`src/rtl/bus_pkg.sv`:
```
// Shared constants and types for the internal 16-bit bus mux/demux pair.
package bus_pkg;
    localparam int WORD_W  = 16;
    localparam int SEL_W   = 3;
    localparam int NUM_SRC = 8;
    localparam int CNT_W   = 4;

    typedef enum logic {ARB_IDLE, ARB_OWN} arb_state_e;
endpackage

```
`src/rtl/rr_arbiter8.sv`:
```
// Round-robin grant picker: keeps an eligible owner, otherwise scans from last_grant+1.
// Latency: combinational. Backpressure: none; the caller gates the grant.
module rr_arbiter8
    import bus_pkg::*;
(
    input  logic [NUM_SRC-1:0] req_i,
    input  logic [SEL_W-1:0]   last_grant_i,
    input  logic [SEL_W-1:0]   owner_i,
    input  logic               own_elig_i,
    output logic [SEL_W-1:0]   gnt_idx_o,
    output logic               gnt_vld_o
);
    logic [SEL_W-1:0] cand;

    always_comb begin
        gnt_idx_o = '0;
        gnt_vld_o = 1'b0;
        cand      = '0;
        if (own_elig_i && req_i[owner_i]) begin
            gnt_idx_o = owner_i;
            gnt_vld_o = 1'b1;
        end else begin
            // k = NUM_SRC wraps back to last_grant itself, so it is checked last
            for (int k = 1; k <= NUM_SRC; k++) begin
                cand = last_grant_i + SEL_W'(k);
                if (!gnt_vld_o && req_i[cand]) begin
                    gnt_idx_o = cand;
                    gnt_vld_o = 1'b1;
                end
            end
        end
    end
endmodule

```
`src/rtl/bus_mux_arbiter8.sv`:
```
// 8-to-1 bus merge with bounded-burst round-robin arbitration and a registered output.
// Latency: 1 cycle from acceptance to out_valid; full throughput with out_ready held high.
// Backpressure: out_valid && !out_ready holds the output and drops every in_ready.
module bus_mux_arbiter8
    import bus_pkg::*;
#(
    parameter int WIDTH = WORD_W,
    parameter int BURST = 4
) (
    input  logic                   clk,
    input  logic                   rst_n,
    input  logic [NUM_SRC*WIDTH-1:0] in_data,
    input  logic [NUM_SRC-1:0]     in_valid,
    output logic [NUM_SRC-1:0]     in_ready,
    output logic [WIDTH-1:0]       out_data,
    output logic [SEL_W-1:0]       out_sel,
    output logic                   out_valid,
    input  logic                   out_ready
);
    arb_state_e       state_q, state_d;
    logic [SEL_W-1:0] last_grant_q, last_grant_d;
    logic [CNT_W-1:0] burst_cnt_q, burst_cnt_d;
    logic [WIDTH-1:0] out_data_q, out_data_d;
    logic [SEL_W-1:0] out_sel_q, out_sel_d;
    logic             out_valid_q, out_valid_d;

    logic             load_en;
    logic             own_elig;
    logic             accept;
    logic             drain;
    logic [SEL_W-1:0] gnt_idx;
    logic             gnt_vld;

    assign load_en  = !out_valid_q || out_ready;
    assign own_elig = (state_q == ARB_OWN) && (burst_cnt_q < CNT_W'(BURST - 1));
    assign accept   = load_en && gnt_vld;
    assign drain    = out_valid_q && out_ready && !gnt_vld;

    rr_arbiter8 u_arb (
        .req_i        (in_valid),
        .last_grant_i (last_grant_q),
        .owner_i      (last_grant_q),
        .own_elig_i   (own_elig),
        .gnt_idx_o    (gnt_idx),
        .gnt_vld_o    (gnt_vld)
    );

    always_ff @(posedge clk or negedge rst_n) begin
        if (!rst_n) begin
            state_q      <= ARB_IDLE;
            last_grant_q <= SEL_W'(NUM_SRC - 1);
            burst_cnt_q  <= '0;
            out_data_q   <= '0;
            out_sel_q    <= '0;
            out_valid_q  <= 1'b0;
        end else begin
            state_q      <= state_d;
            last_grant_q <= last_grant_d;
            burst_cnt_q  <= burst_cnt_d;
            out_data_q   <= out_data_d;
            out_sel_q    <= out_sel_d;
            out_valid_q  <= out_valid_d;
        end
    end

    always_comb begin
        state_d = state_q;
        if (accept) begin
            state_d = ARB_OWN;
        end else if (drain) begin
            state_d = ARB_IDLE;
        end
    end

    always_comb begin
        last_grant_d = last_grant_q;
        burst_cnt_d  = burst_cnt_q;
        out_data_d   = out_data_q;
        out_sel_d    = out_sel_q;
        out_valid_d  = out_valid_q;
        if (accept) begin
            out_data_d   = in_data[gnt_idx*WIDTH +: WIDTH];
            out_sel_d    = gnt_idx;
            out_valid_d  = 1'b1;
            last_grant_d = gnt_idx;
            // An exhausted owner that re-wins (nobody else valid) starts a fresh burst
            if (own_elig && gnt_idx == last_grant_q) begin
                burst_cnt_d = burst_cnt_q + 1'b1;
            end else begin
                burst_cnt_d = '0;
            end
        end else if (drain) begin
            out_valid_d = 1'b0;
            burst_cnt_d = '0;
        end
    end

    // Gated by rst_n so sources see in_ready drop the moment reset asserts
    always_comb begin
        in_ready = '0;
        if (rst_n && accept) begin
            in_ready[gnt_idx] = 1'b1;
        end
    end

    assign out_data  = out_data_q;
    assign out_sel   = out_sel_q;
    assign out_valid = out_valid_q;
endmodule
```
`config.mk`:
```
export PLATFORM = sky130hd
export DESIGN_NAME = bus_mux_arbiter8
export DESIGN_NICKNAME = d
export VERILOG_FILES = /design/src/rtl/bus_pkg.sv /design/src/rtl/rr_arbiter8.sv /design/src/rtl/bus_mux_arbiter8.sv
export SDC_FILE = /design/constraint.sdc
export NUM_CORES = 1
export LEC_CHECK = 0
export BUFFER_PORTS_ARGS = -buffer_cell sky130_fd_sc_hd__buf_2
export CAP_MARGIN = 15
export CORE_MARGIN = 5
export CORE_UTILIZATION = 50
export DETAILED_ROUTE_END_ITERATION = 8
export MAX_ROUTING_LAYER = met4
export PLACE_DENSITY = 0.87
export SYNTH_ARGS = -nofsm -noshare
export SYNTH_HDL_FRONTEND = slang
export SYNTH_HIERARCHICAL = 1
export SYNTH_SLANG_ARGS = --single-unit
```
`constraint.sdc`:
```
create_clock -name clk -period 12.5 [get_ports clk]
set_input_delay 1.875 -clock clk [delete_from_list [all_inputs] [get_ports clk]]
set_output_delay 1.875 -clock clk [all_outputs]
set_load 0.03 [all_outputs]
```
Word-level counts from Yosys, hierarchy flattened

Cells that the tools add are included.

$add $sub $neg: 8
Multiply operators: 0
Div/mod/pow operators: 0
Magnitude comparators: 11
Equal/unequal tests: 1
Shift operators: 1
Multiplexer cells: 49
Bitwise operators: 0
Reductions and logical operators: 26

Operators by type and width:

| cell                | number |
|---|---|
| $shiftx 128x8->16   | 1 |
| $lt 3x4->1 const B  | 9 |
| $mux 1              | 27 |
| $mux 3              | 9 |
| $bmux 1 s3          | 8 |
| $logic_and 1x1->1   | 15 |
| $add 3x3->3 const B | 4 |
| $mux 4              | 3 |
| $logic_not 1->1     | 9 |
| $mux 8              | 1 |
| $add 3x2->3 const B | 2 |
| $add 4x1->4 const B | 1 |
| $lt 4x2->1 const B  | 1 |
| $add 3x1->3 const B | 1 |
| $demux 1 s3         | 1 |
| $eq 3x3->1          | 1 |
| $ge 3x1->1 const B  | 1 |
| $reduce_bool 2->1   | 1 |
| $logic_or 1x1->1    | 1 |

Flip-flop bits (word level): 27
Bits in latches: 0
RAM bits: 0
Bits in read-only memories: 0
Input bits: 139
Logic and storage cells: 101
Memories: 0

Longest topological paths before layout

Gate-level depths: netlist of the first run.

Depth in word-level cells: 38
Depth in mapped cells: 17
Gate-level depth less buffers: 11

Hierarchy

Netlist of the first run, hierarchy kept.

By module, submodules not included:

| module           | times used | cells each | area each (µm²) | seq. area each (µm²) |
|---|---|---|---|---|
| bus_mux_arbiter8 | 1          | 216        | 2180.8          | 679.4 |
| rr_arbiter8      | 1          | 106        | 1029.7          | 0.0 |

Worst setup path before layout of the first run

OpenSTA, ideal clock, no wires.

Path type: input to output
Start: in in_valid[6]
End: out in_ready[1]
Arrival: 4441 ps
Setup slack: 6184 ps
Stages: 11
Buffers on the path: 3
Cells stage by stage: mux4_2 -> mux2_4 -> nand4b_1 -> or2_1 -> and3_1 -> o22ai_2 -> buf_6 -> buf_6 -> buf_6 -> nand4_1 -> nor2_1

Longest elaborated chain between the ends: 37

Ends and longest elaborated chain:

| element                                                               | line                    | text |
|---|---|---|
| from (decl)                                                           | bus_mux_arbiter8.sv:13  | `input logic [NUM_SRC-1:0] in_valid,` |
| $bmux 1 s3                                                            | rr_arbiter8.sv:26       | `if (!gnt_vld_o && req_i[cand]) begin` |
| $mux 1 (implied by the code)                                          | rr_arbiter8.sv:26       |  |
| $mux 1                                                                | rr_arbiter8.sv:26       |  |
| $mux 1                                                                | rr_arbiter8.sv:19       | `if (own_elig_i && req_i[owner_i]) begin` |
| $logic_not 1->1                                                       | rr_arbiter8.sv:26       |  |
| $logic_and 1x1->1                                                     | rr_arbiter8.sv:26       |  |
| $mux 1                                                                | rr_arbiter8.sv:26       |  |
| $mux 1                                                                | rr_arbiter8.sv:19       |  |
| (+22 left out)                                                        | n/a                     |  |
| $mux 3                                                                | rr_arbiter8.sv:26       |  |
| $mux 3 (*)                                                            | rr_arbiter8.sv:19       |  |
| via gnt_idx[0]                                                        | bus_mux_arbiter8.sv:31  | `logic [SEL_W-1:0] gnt_idx;` |
| $lt 3x4->1 (implied by the code) / $ge 3x1->1 (equally long branches) | bus_mux_arbiter8.sv:102 | `in_ready[gnt_idx] = 1'b1;` |
| $logic_and 1x1->1 (implied by the code)                               | bus_mux_arbiter8.sv:102 |  |
| $mux 1 (implied by the code)                                          | bus_mux_arbiter8.sv:102 |  |
| $demux 1 s3 (*)                                                       | bus_mux_arbiter8.sv:102 |  |
| $mux 8 (*)                                                            | bus_mux_arbiter8.sv:101 | `if (rst_n && accept) begin` |
| to (decl)                                                             | bus_mux_arbiter8.sv:14  | `output logic [NUM_SRC-1:0] in_ready,` |

Mark *: on every way through the listed nets, which the timed path passes. The rest lies on a longest branch. The select of a mux whose other input is x is not followed.

Worst setup path in the final report of the first run

Start: in in_valid[2]
End: out in_ready[5]

Same word-level chain as after synthesis.

==> results_tabular.tex, run 1 <==
\begin{tabular}{lr}
\hline
Metric & Value \\
\hline
\multicolumn{2}{l}{\textbf{Outcome}} \\
\quad Status & finished clean \\
\multicolumn{2}{l}{\textbf{Layout}} \\
\quad Final core utilization & 0.6391 \\
\quad Final \#Nets & 611 \\
\quad Area Growth Syn to Fin & 25.68\% \\
\quad Post-route insts no fill & 545 \\
\quad Number of diodes & 0 \\
\quad Area of the multi-input gates & 0.002333 mm2 \\
\quad Fill cells & 535 \\
\quad Register cell area after layout & 679.4 um2 \\
\quad Share of final-layout standard cells stronger than drive strength 1 & 0.4402 \\
\quad Area of all placed cells without fillers & 0.004035 mm2 \\
\multicolumn{2}{l}{\textbf{Floorplan}} \\
\quad Core Region & 0.006314 mm2 \\
\quad Num rows & 29 \\
\quad Height of the die & 90.13 um \\
\quad Initial cell density of the core & 0.5085 \\
\quad I/O pin total & 167 \\
\quad Die outline width & 90.13 um \\
\quad Full die area & 0.008123 mm2 \\
\multicolumn{2}{l}{\textbf{Critical path}} \\
\quad Type of the setup path with the least slack & primary input to output pin \\
\quad Data required time of the worst path & 10.62 ns \\
\quad Chain of cells forming the critical path & buf\_2 -> mux4\_2 -> mux2\_4 -> nand4b\_1 -> or2\_1 -> and3\_1 -> o22ai\_4 -> buf\_4 -> nand4\_1 -> nor2\_1 -> buf\_2 \\
\quad Kind of end point of the critical path & output pin \\
\quad Worst setup path end & in\_ready[5] \\
\quad Family of cells with the greatest summed delay on the critical path & simple AND/OR/NAND/NOR gates \\
\quad Crit path depth & 11 \\
\quad Cell with the most instances on the worst path & buf\_2 \\
\quad Max stage delay cell, worst path & mux4\_2 \\
\quad Reg2Reg Launch Point & last\_grant\_q[0] \\
\quad Startpoint types & primary input \\
\quad Flop2flop setup slack & 7.95 ns \\
\quad Max stage delay on crit path & 0.55 ns \\
\quad Path depth of the worst reg2reg path & 11 \\
\quad Crit. Startpoint & in\_valid[2] \\
\quad WP buf/inv & 3 \\
\quad Worst R2R End & out\_data[4] \\
\quad Peak fanout along the critical path & 35 \\
\quad WP data arrival & 4.93 ns \\
\multicolumn{2}{l}{\textbf{Power}} \\
\quad IR drop worst, VDD & 243.3 uV \\
\quad Power, Total & 1.583 mW \\
\quad Pwr dens & 392.3 mW/mm2 \\
\quad Leakage power & 1.929 nW \\
\multicolumn{2}{l}{\textbf{Place}} \\
\quad Port Buffer Count & 166 \\
\quad Dpl cell area & 0.003989 mm2 \\
\quad Routability congestion estimate from global placement & 0.9411 \\
\quad Detailed Place HPWL & 8260 um \\
\quad Setup slack at placement & 5.738 ns \\
\quad Placed instance count & 541 \\
\multicolumn{2}{l}{\textbf{Run}} \\
\quad Max-cap violations & 0 \\
\multicolumn{2}{l}{\textbf{Detailed routing}} \\
\quad Overall via count from detail\_route & 3,354 \\
\quad Via density & 6.154 \\
\quad First-iteration detailed-routing DRC count & 326 \\
\quad Count of TritonRoute iterations in the first routing pass & 5 \\
\quad DRC violations left & 0 \\
\quad DRT antenna net count & 0 \\
\quad Routed wire length & 10,440 um \\
\quad Routed WL per cell & 19.15 um \\
\multicolumn{2}{l}{\textbf{Clock tree}} \\
\quad Clock tree from TritonCTS & built \\
\quad Post-CTS setup buffers & 0 \\
\quad CTS clk-pin slew, worst paths & 0.09 ns \\
\quad Number of levels in the clock H-tree & 1 \\
\quad Total clock buffers created by CTS & 3 \\
\quad Number of gates resized after cts & 0 \\
\quad Buffers from clock root to sink, at most & 2 \\
\quad Root buffer cell & clkbuf\_8 \\
\quad Number of hold buffers added after CTS & 0 \\
\quad Clk\_lat worst skew & 0.27 ns \\
\quad Clock sink count & 27 \\
\multicolumn{2}{l}{\textbf{GRT}} \\
\quad Number of global-route vias before repair & 3,418 \\
\quad First-pass GRT wire length & 16,920 um \\
\quad Global route total overflow & 0 \\
\quad Maximum number of pins on one net before global-route repair & 36 \\
\quad GRT Total Usage & 0.2539 \\
\quad Number of antenna violations at the first check in global routing & 0 \\
\multicolumn{2}{l}{\textbf{Logic synthesis}} \\
\quad Post-synth EDFFs & 0 \\
\quad Flop and latch count out of synthesis & 27 \\
\quad Number of instances in the synthesized netlist & 322 \\
\quad Leading cell type by number of instances after synthesis & mux2i\_1 \\
\quad Average cell area after synthesis & 9.971 um2 \\
\quad Synth area leader & mux2i\_1 \\
\quad Synth top area cells & mux2i\_1 (23\%), dfrtp\_1 (19\%), mux4\_2 (9.8\%) \\
\quad Fraction of registers with async set or reset after synthesis & 1.000 \\
\quad Share of the yosys chip area belonging to registers & 0.2116 \\
\quad Top FF cell, synth & dfrtp\_1 \\
\quad Top cells by instance count after synthesis & mux2i\_1 (73), o22a\_1 (32), dfrtp\_1 (24) \\
\quad Library cells used by synthesis & 54 \\
\quad Number of nets in the synthesized netlist & 464 \\
\quad Top-area cell type share of the netlist area & 0.2276 \\
\quad Number of synthesis warnings & 6 \\
\quad Syn Std Cell Area & 0.003211 mm2 \\
\multicolumn{2}{l}{\textbf{STA}} \\
\quad Max-slew violation count & 0 \\
\quad Min Hold Slack & 0.4903 ns \\
\quad Part of the cycle the worst path needs & 0.5443 \\
\quad Worst clock skew on the final layout & 0.002820 ns \\
\quad Setup repair after global routing missed its margin & false \\
\quad Hold violation count in the final report & 0 \\
\quad Setup Viol. Count Final & 0 \\
\quad Clock period minus final worst setup slack & 6.804 ns \\
\quad Max\_slew headroom & 0.4005 \\
\quad Actual transition at the worst max-transition pin & 0.8993 ns \\
\quad Final Worst Setup Slack & 5.696 ns \\
\quad Final total negative setup slack & 0 ns \\
\quad Fmax & 147.0 MHz \\
\multicolumn{2}{l}{\textbf{Hold path}} \\
\quad Min-delay worst type & flip-flop to flip-flop \\
\hline
\end{tabular}
[where the power goes]
part | switching [mW] | internal, mW
Clock | 0.0276 | 0.0223
Combinational | 0.743 | 0.596
Sequential | 0.0585 | 0.135
Total | 0.829 | 0.754
[cell type report]
cell class,instances,share of cell area
multi-input cells,262,0.5783
repair buffers,170,0.2133
flip-flops and latches,27,0.1684
well taps,77,0.02388
clock buffers,3,0.01023
inverters,5,0.004651
clock inverters,1,0.001240
[kinds of logic after synthesis]
family          share of synthesized area
compound gates                     0.2194
xor+xnor                          0.01871
fa+ha+maj                         0.01169
buf+inv                           0.06391
flops                              0.2116
mux                                0.3726
simple gates                       0.1021
[worst min path at each step]
| stage | slack, ns | to | depth (start not counted) | start |
|---|---|---|---|---|
| after floorplan | 0.45 | burst_cnt_q[1] | 2 | burst_cnt_q[1] |
| after global placement | 0.46 | out_sel[1] | 1 | out_sel[1] |
| after detailed placement | 0.47 | burst_cnt_q[2] | 1 | burst_cnt_q[2] |
| after CTS | 0.50 | burst_cnt_q[2] | 1 | burst_cnt_q[2] |
| after global routing | 0.51 | out_sel[1] | 1 | out_sel[1] |
| final | 0.49 | out_sel[1] | 1 | out_sel[1] |
[registers in the layout, indices dropped and copies added, names as in the netlist]
| register | flops |
|---|---|
| burst_cnt_q | 4 |
| last_grant_q | 3 |
| out_valid | 1 |
| out_data | 16 |
| out_sel | 3 |
[layout by cell type, fill, tap and decap left out, types with 2 or more instances in the layout]
cell	instances
buf_2	166
mux2_2	6
mux2i_1	73
a21o_1	3
nor3_1	2
nand2b_1	6
and3_1	3
inv_1	4
dfrtp_1	24
ha_1	3
nand2_1	11
clkbuf_8	3
mux4_2	14
o21ai_1	4
buf_4	4
a221o_1	2
mux2i_4	3
nand4b_1	3
nor2_1	14
a31oi_1	17
xor2_1	2
o21ai_0	3
dfstp_2	3
nand4_1	2
o22a_1	32
nor2b_1	2
a211oi_1	2
o41ai_1	2
nand3_1	5
o211ai_1	4
and2_1	3
xnor2_1	3
a21oi_1	19
or2_1	2
[per-layer routing]
metal | share of wire | vias up | GRT usage
li1 | - | 1558 | -
met1 | 0.38 | 1590 | 0.3085
met2 | 0.52 | 180 | 0.4305
met3 | 0.073 | 26 | 0.04007
met4 | 0.029 | 0 | 0.08313
met5 | 0 | - | -
Power figures use the tool's default switching activity.
==> run 2: changes to the inputs <==
--- a/config.mk
+++ b/config.mk
@@ -8,10 +8,10 @@
 export BUFFER_PORTS_ARGS = -buffer_cell sky130_fd_sc_hd__buf_2
 export CAP_MARGIN = 15
 export CORE_MARGIN = 5
-export CORE_UTILIZATION = 50
+export CORE_UTILIZATION = 42
 export DETAILED_ROUTE_END_ITERATION = 8
 export MAX_ROUTING_LAYER = met4
-export PLACE_DENSITY = 0.87
+export PLACE_DENSITY = 0.78
 export SYNTH_ARGS = -nofsm -noshare
 export SYNTH_HDL_FRONTEND = slang
 export SYNTH_HIERARCHICAL = 1
==> constraint.sdc (replaced) <==
create_clock -name clk -period 5.4 [get_ports clk]
set_input_delay 0.81 -clock clk [delete_from_list [all_inputs] [get_ports clk]]
set_output_delay 0.81 -clock clk [all_outputs]
set_load 0.03 [all_outputs]
==> run 2 against run 1 <==
  * Flip-flop and latch count unchanged
  * Highest routed layer unchanged
  * Design area up 1.7%
  * First-iteration DRC count down 38%
  * Worst hold slack better by 0.0046 ns
  * Non-clock buffer count increased by 5
  * Sequential power up 98%
  * Largest cell class unchanged
  * Die area is 17% higher
  * Utilization is 7.9 points lower
==> results_tabular.tex, run 2 (synthesis gave the netlist of run 1 again) <==
\begin{tabular}{lr}
\hline
Metric & Value \\
\hline
\multicolumn{2}{l}{\textbf{Outcome}} \\
\quad Status & finished clean \\
\multicolumn{2}{l}{\textbf{GRT}} \\
\quad Number of antenna violations at the first check in global routing & 2 (+2) \\
\quad Global route total overflow & 0 (unchanged) \\
\quad GRT Total Usage & 0.2215 (-0.03239) \\
\quad Maximum number of pins on one net before global-route repair & 41 (+14\%) \\
\quad First-pass GRT wire length & 16,950 um (+0.21\%) \\
\quad Number of global-route vias before repair & 3,341 (-2.3\%) \\
\multicolumn{2}{l}{\textbf{Layout}} \\
\quad Commonest cells after routing, fill and taps aside & buf\_2 (166), mux2i\_1 (73), o22a\_1 (32), dfrtp\_1 (24), a21oi\_1 (19) \\
\quad Share of final-layout standard cells stronger than drive strength 1 & 0.4440 (+0.003804) \\
\quad Area Growth Syn to Fin & 27.83\% \\
\quad Fill cells & 660 (+23\%) \\
\quad Area of all placed cells without fillers & 0.004104 mm2 (+1.7\%) \\
\quad Leading cell type in the layout, fill and taps excluded & buf\_2 \\
\quad Final \#Nets & 616 (+0.82\%) \\
\quad Final core utilization & 0.5598 (-0.07930) \\
\quad Largest register FFs & 16 (unchanged) \\
\multicolumn{2}{l}{\textbf{STA}} \\
\quad Setup Viol. Count Final & 0 (unchanged) \\
\quad Actual transition at the worst max-transition pin & 0.7318 ns (-0.1675 ns) \\
\quad Part of the cycle the worst path needs & 0.8877 \\
\quad Final total negative setup slack & 0 ns (unchanged) \\
\quad Worst clock skew on the final layout & 0.003093 ns (+0.0002731 ns) \\
\quad Setup repair after global routing missed its margin & false \\
\quad Max-slew violation count & 0 (unchanged) \\
\quad Clock period minus final worst setup slack & 4.794 ns \\
\quad Max\_slew headroom & 0.5121 (+0.1116) \\
\quad Hold violation count in the final report & 0 (unchanged) \\
\quad Fmax & 208.6 MHz \\
\multicolumn{2}{l}{\textbf{Power}} \\
\quad Part of the power in combinational logic & 0.866 (+0.020) \\
\quad Sequential share of power & 0.104 (-0.018) \\
\quad Switching power & 1.922 mW (+130\%) \\
\quad Internal power of the cells & 1.783 mW (+140\%) \\
\quad Pwr dens & 902.8 mW/mm2 (+130\%) \\
\quad Switching share of power & 0.5188 (-0.004920) \\
\quad Leakage power & 1.950 nW (+1.1\%) \\
\quad Clk network pwr share & 0.030 (-0.002) \\
\quad IR drop worst, VDD & 554.4 uV (+130\%) \\
\multicolumn{2}{l}{\textbf{Clock tree}} \\
\quad Clk\_lat worst skew & 0.27 ns (about the same) \\
\quad Number of levels in the clock H-tree & 1 (unchanged) \\
\quad Total clock buffers created by CTS & 3 (unchanged) \\
\quad CTS clk-pin slew, worst paths & 0.09 ns (about the same) \\
\quad Clock tree from TritonCTS & built \\
\quad Clock sink count & 27 (unchanged) \\
\quad Number of hold buffers added after CTS & 0 (unchanged) \\
\quad Buffers from clock root to sink, at most & 2 (unchanged) \\
\quad Post-CTS setup buffers & 0 (unchanged) \\
\quad Number of gates resized after cts & 0 (unchanged) \\
\quad Root buffer cell & clkbuf\_8 \\
\multicolumn{2}{l}{\textbf{Critical path}} \\
\quad Kind of end point of the critical path & output pin \\
\quad Path depth of the worst reg2reg path & 12 (+1) \\
\quad Peak fanout along the critical path & 18 (-49\%) \\
\quad Reg2Reg Launch Point & last\_grant\_q[0] \\
\quad Worst R2R End & out\_data[15] \\
\quad Max stage delay cell, worst path & nand2b\_1 \\
\quad WP data arrival & 3.98 ns (-0.95 ns) \\
\quad Startpoint types & flip-flop \\
\quad Flop2flop setup slack & 1.25 ns (-6.70 ns) \\
\quad Cell with the most instances on the worst path & nand2b\_1 \\
\quad Data required time of the worst path & 4.59 ns (-6.03 ns) \\
\quad Chain of cells forming the critical path & inv\_2 -> ha\_1 -> mux4\_2 -> mux2\_4 -> nand2b\_1 -> o31a\_1 -> o311ai\_1 -> o211ai\_1 -> nand2b\_1 -> nor2\_1 -> buf\_2 \\
\quad Type of the setup path with the least slack & flip-flop to output pin \\
\quad Max stage delay on crit path & 0.56 ns (about the same) \\
\multicolumn{2}{l}{\textbf{Floorplan}} \\
\quad Num rows & 31 (+6.9\%) \\
\quad I/O pin total & 167 (unchanged) \\
\quad Initial cell density of the core & 0.4380 (-0.07056) \\
\quad Die outline width & 97.43 um (+8.1\%) \\
\quad Height of the die & 97.43 um (+8.1\%) \\
\quad Full die area & 0.009493 mm2 (+17\%) \\
\quad Core Region & 0.007331 mm2 (+16\%) \\
\multicolumn{2}{l}{\textbf{Hold path}} \\
\quad Min-delay worst type & flip-flop to flip-flop \\
\quad Count of cells along the worst hold path & 1 (unchanged) \\
\quad Worst-case hold path end point & out\_sel[1] \\
\quad Startpoint of the worst hold path & out\_sel[1] \\
\multicolumn{2}{l}{\textbf{Run}} \\
\quad Max-cap violations & 0 (unchanged) \\
\multicolumn{2}{l}{\textbf{Place}} \\
\quad Port Buffer Count & 166 (unchanged) \\
\quad Detailed Place HPWL & 8835 um (+7.0\%) \\
\quad Dpl cell area & 0.004054 mm2 (+1.6\%) \\
\quad Routability congestion estimate from global placement & 0.9229 (-1.9\%) \\
\multicolumn{2}{l}{\textbf{Detailed routing}} \\
\quad First-iteration detailed-routing DRC count & 202 (-38\%) \\
\quad Routed WL per cell & 18.66 um (-2.6\%) \\
\quad Overall via count from detail\_route & 3,337 (-0.51\%) \\
\quad DRT antenna net count & 0 (unchanged) \\
\quad DRC violations left & 0 (unchanged) \\
\quad Via density & 5.814 (-5.5\%) \\
\quad Count of TritonRoute iterations in the first routing pass & 4 (-1) \\
\quad Routed wire length & 10,710 um (+2.6\%) \\
\hline
\end{tabular}
-- run 2: cell count changes in the layout (fill, tap and decap cells not counted) --
cell / change
buf_4: +5
clkbuf_1: +1
diode_2: +2
clkinv_2: -1
-- run 2: cell type report --
type                    count  area [um2]  share of cell area
repair buffers            175       898.4              0.2189
diodes                      2       5.005            0.001220
inverters                   5       18.77            0.004573
flip-flops and latches     27       679.4              0.1655
multi-input cells         262        2333              0.5686
well taps                  99       123.9             0.03018
clock buffers               4       45.04             0.01098
-- run 2: power by group through the flow --
| stage | registers (mW) | clock network [mW] | logic [mW] |
|---|---|---|---|
| 2_1_floorplan | 0.518 | 0 | 2.55 |
| 3_3_place_gp | 0.384 | 0 | 3.16 |
| 3_5_place_dp | 0.387 | 0 | 3.18 |
| 4_1_cts | 0.384 | 0.117 | 3.20 |
| 5_1_grt | 0.400 | 0.126 | 3.43 |
| 6_report | 0.384 | 0.113 | 3.21 |
-- run 2: how the worst max path moves through the flow --
| stage | slack (ns) | endpoint | cells after the start | from |
|---|---|---|---|---|
| final | 0.61 | in_ready[2] | 11 | last_grant_q[0] |
| after global routing | 0.31 | in_ready[2] | 11 | last_grant_q[0] |
| after CTS | 0.59 | in_ready[2] | 11 | last_grant_q[0] |
| after detailed placement | 0.88 | in_ready[2] | 10 | in_valid[2] |
| after global placement | 0.92 | in_ready[3] | 10 | in_valid[2] |
| after floorplan | 0.52 | in_ready[1] | 16 | last_grant_q[1] |
-- run 2: critical path, delay by kind of cell (launching register included) --
family          cells  cell delay [ns]
mux                 2             0.77
flops               1             0.54
buf+inv             2             0.28
simple gates        3             0.98
compound gates      3             0.64
fa+ha+maj           1             0.50
-- run 2: layer usage --
| layer | track usage | part of all wire | up-vias | wire length [um] |
|---|---|---|---|---|
| met5 | - | 0 | - | 0 |
| met2 | 0.3901 | 0.52 | 144 | 5538 |
| met3 | 0.03015 | 0.062 | 26 | 665 |
| li1 | - | - | 1575 | - |
| met4 | 0.05857 | 0.025 | 0 | 266 |
| met1 | 0.2660 | 0.40 | 1592 | 4237 |
-- run 2: metrics by stage --
| stage | instances | total power, mW | setup slack (ns) | hold WS (ns) |
|---|---|---|---|---|
| CTS | 572 | 3.699 | 0.5928 | 0.4950 |
| floorplan | 322 | 3.064 | 0.5242 | 0.4473 |
| finish | 574 | 3.705 | 0.6062 | 0.4949 |
| global route | 574 | 3.959 | 0.3055 | 0.5254 |
| detailed placement | 568 | 3.569 | 0.8832 | 0.4725 |
| global placement | 568 | 3.546 | 0.9179 | 0.4640 |
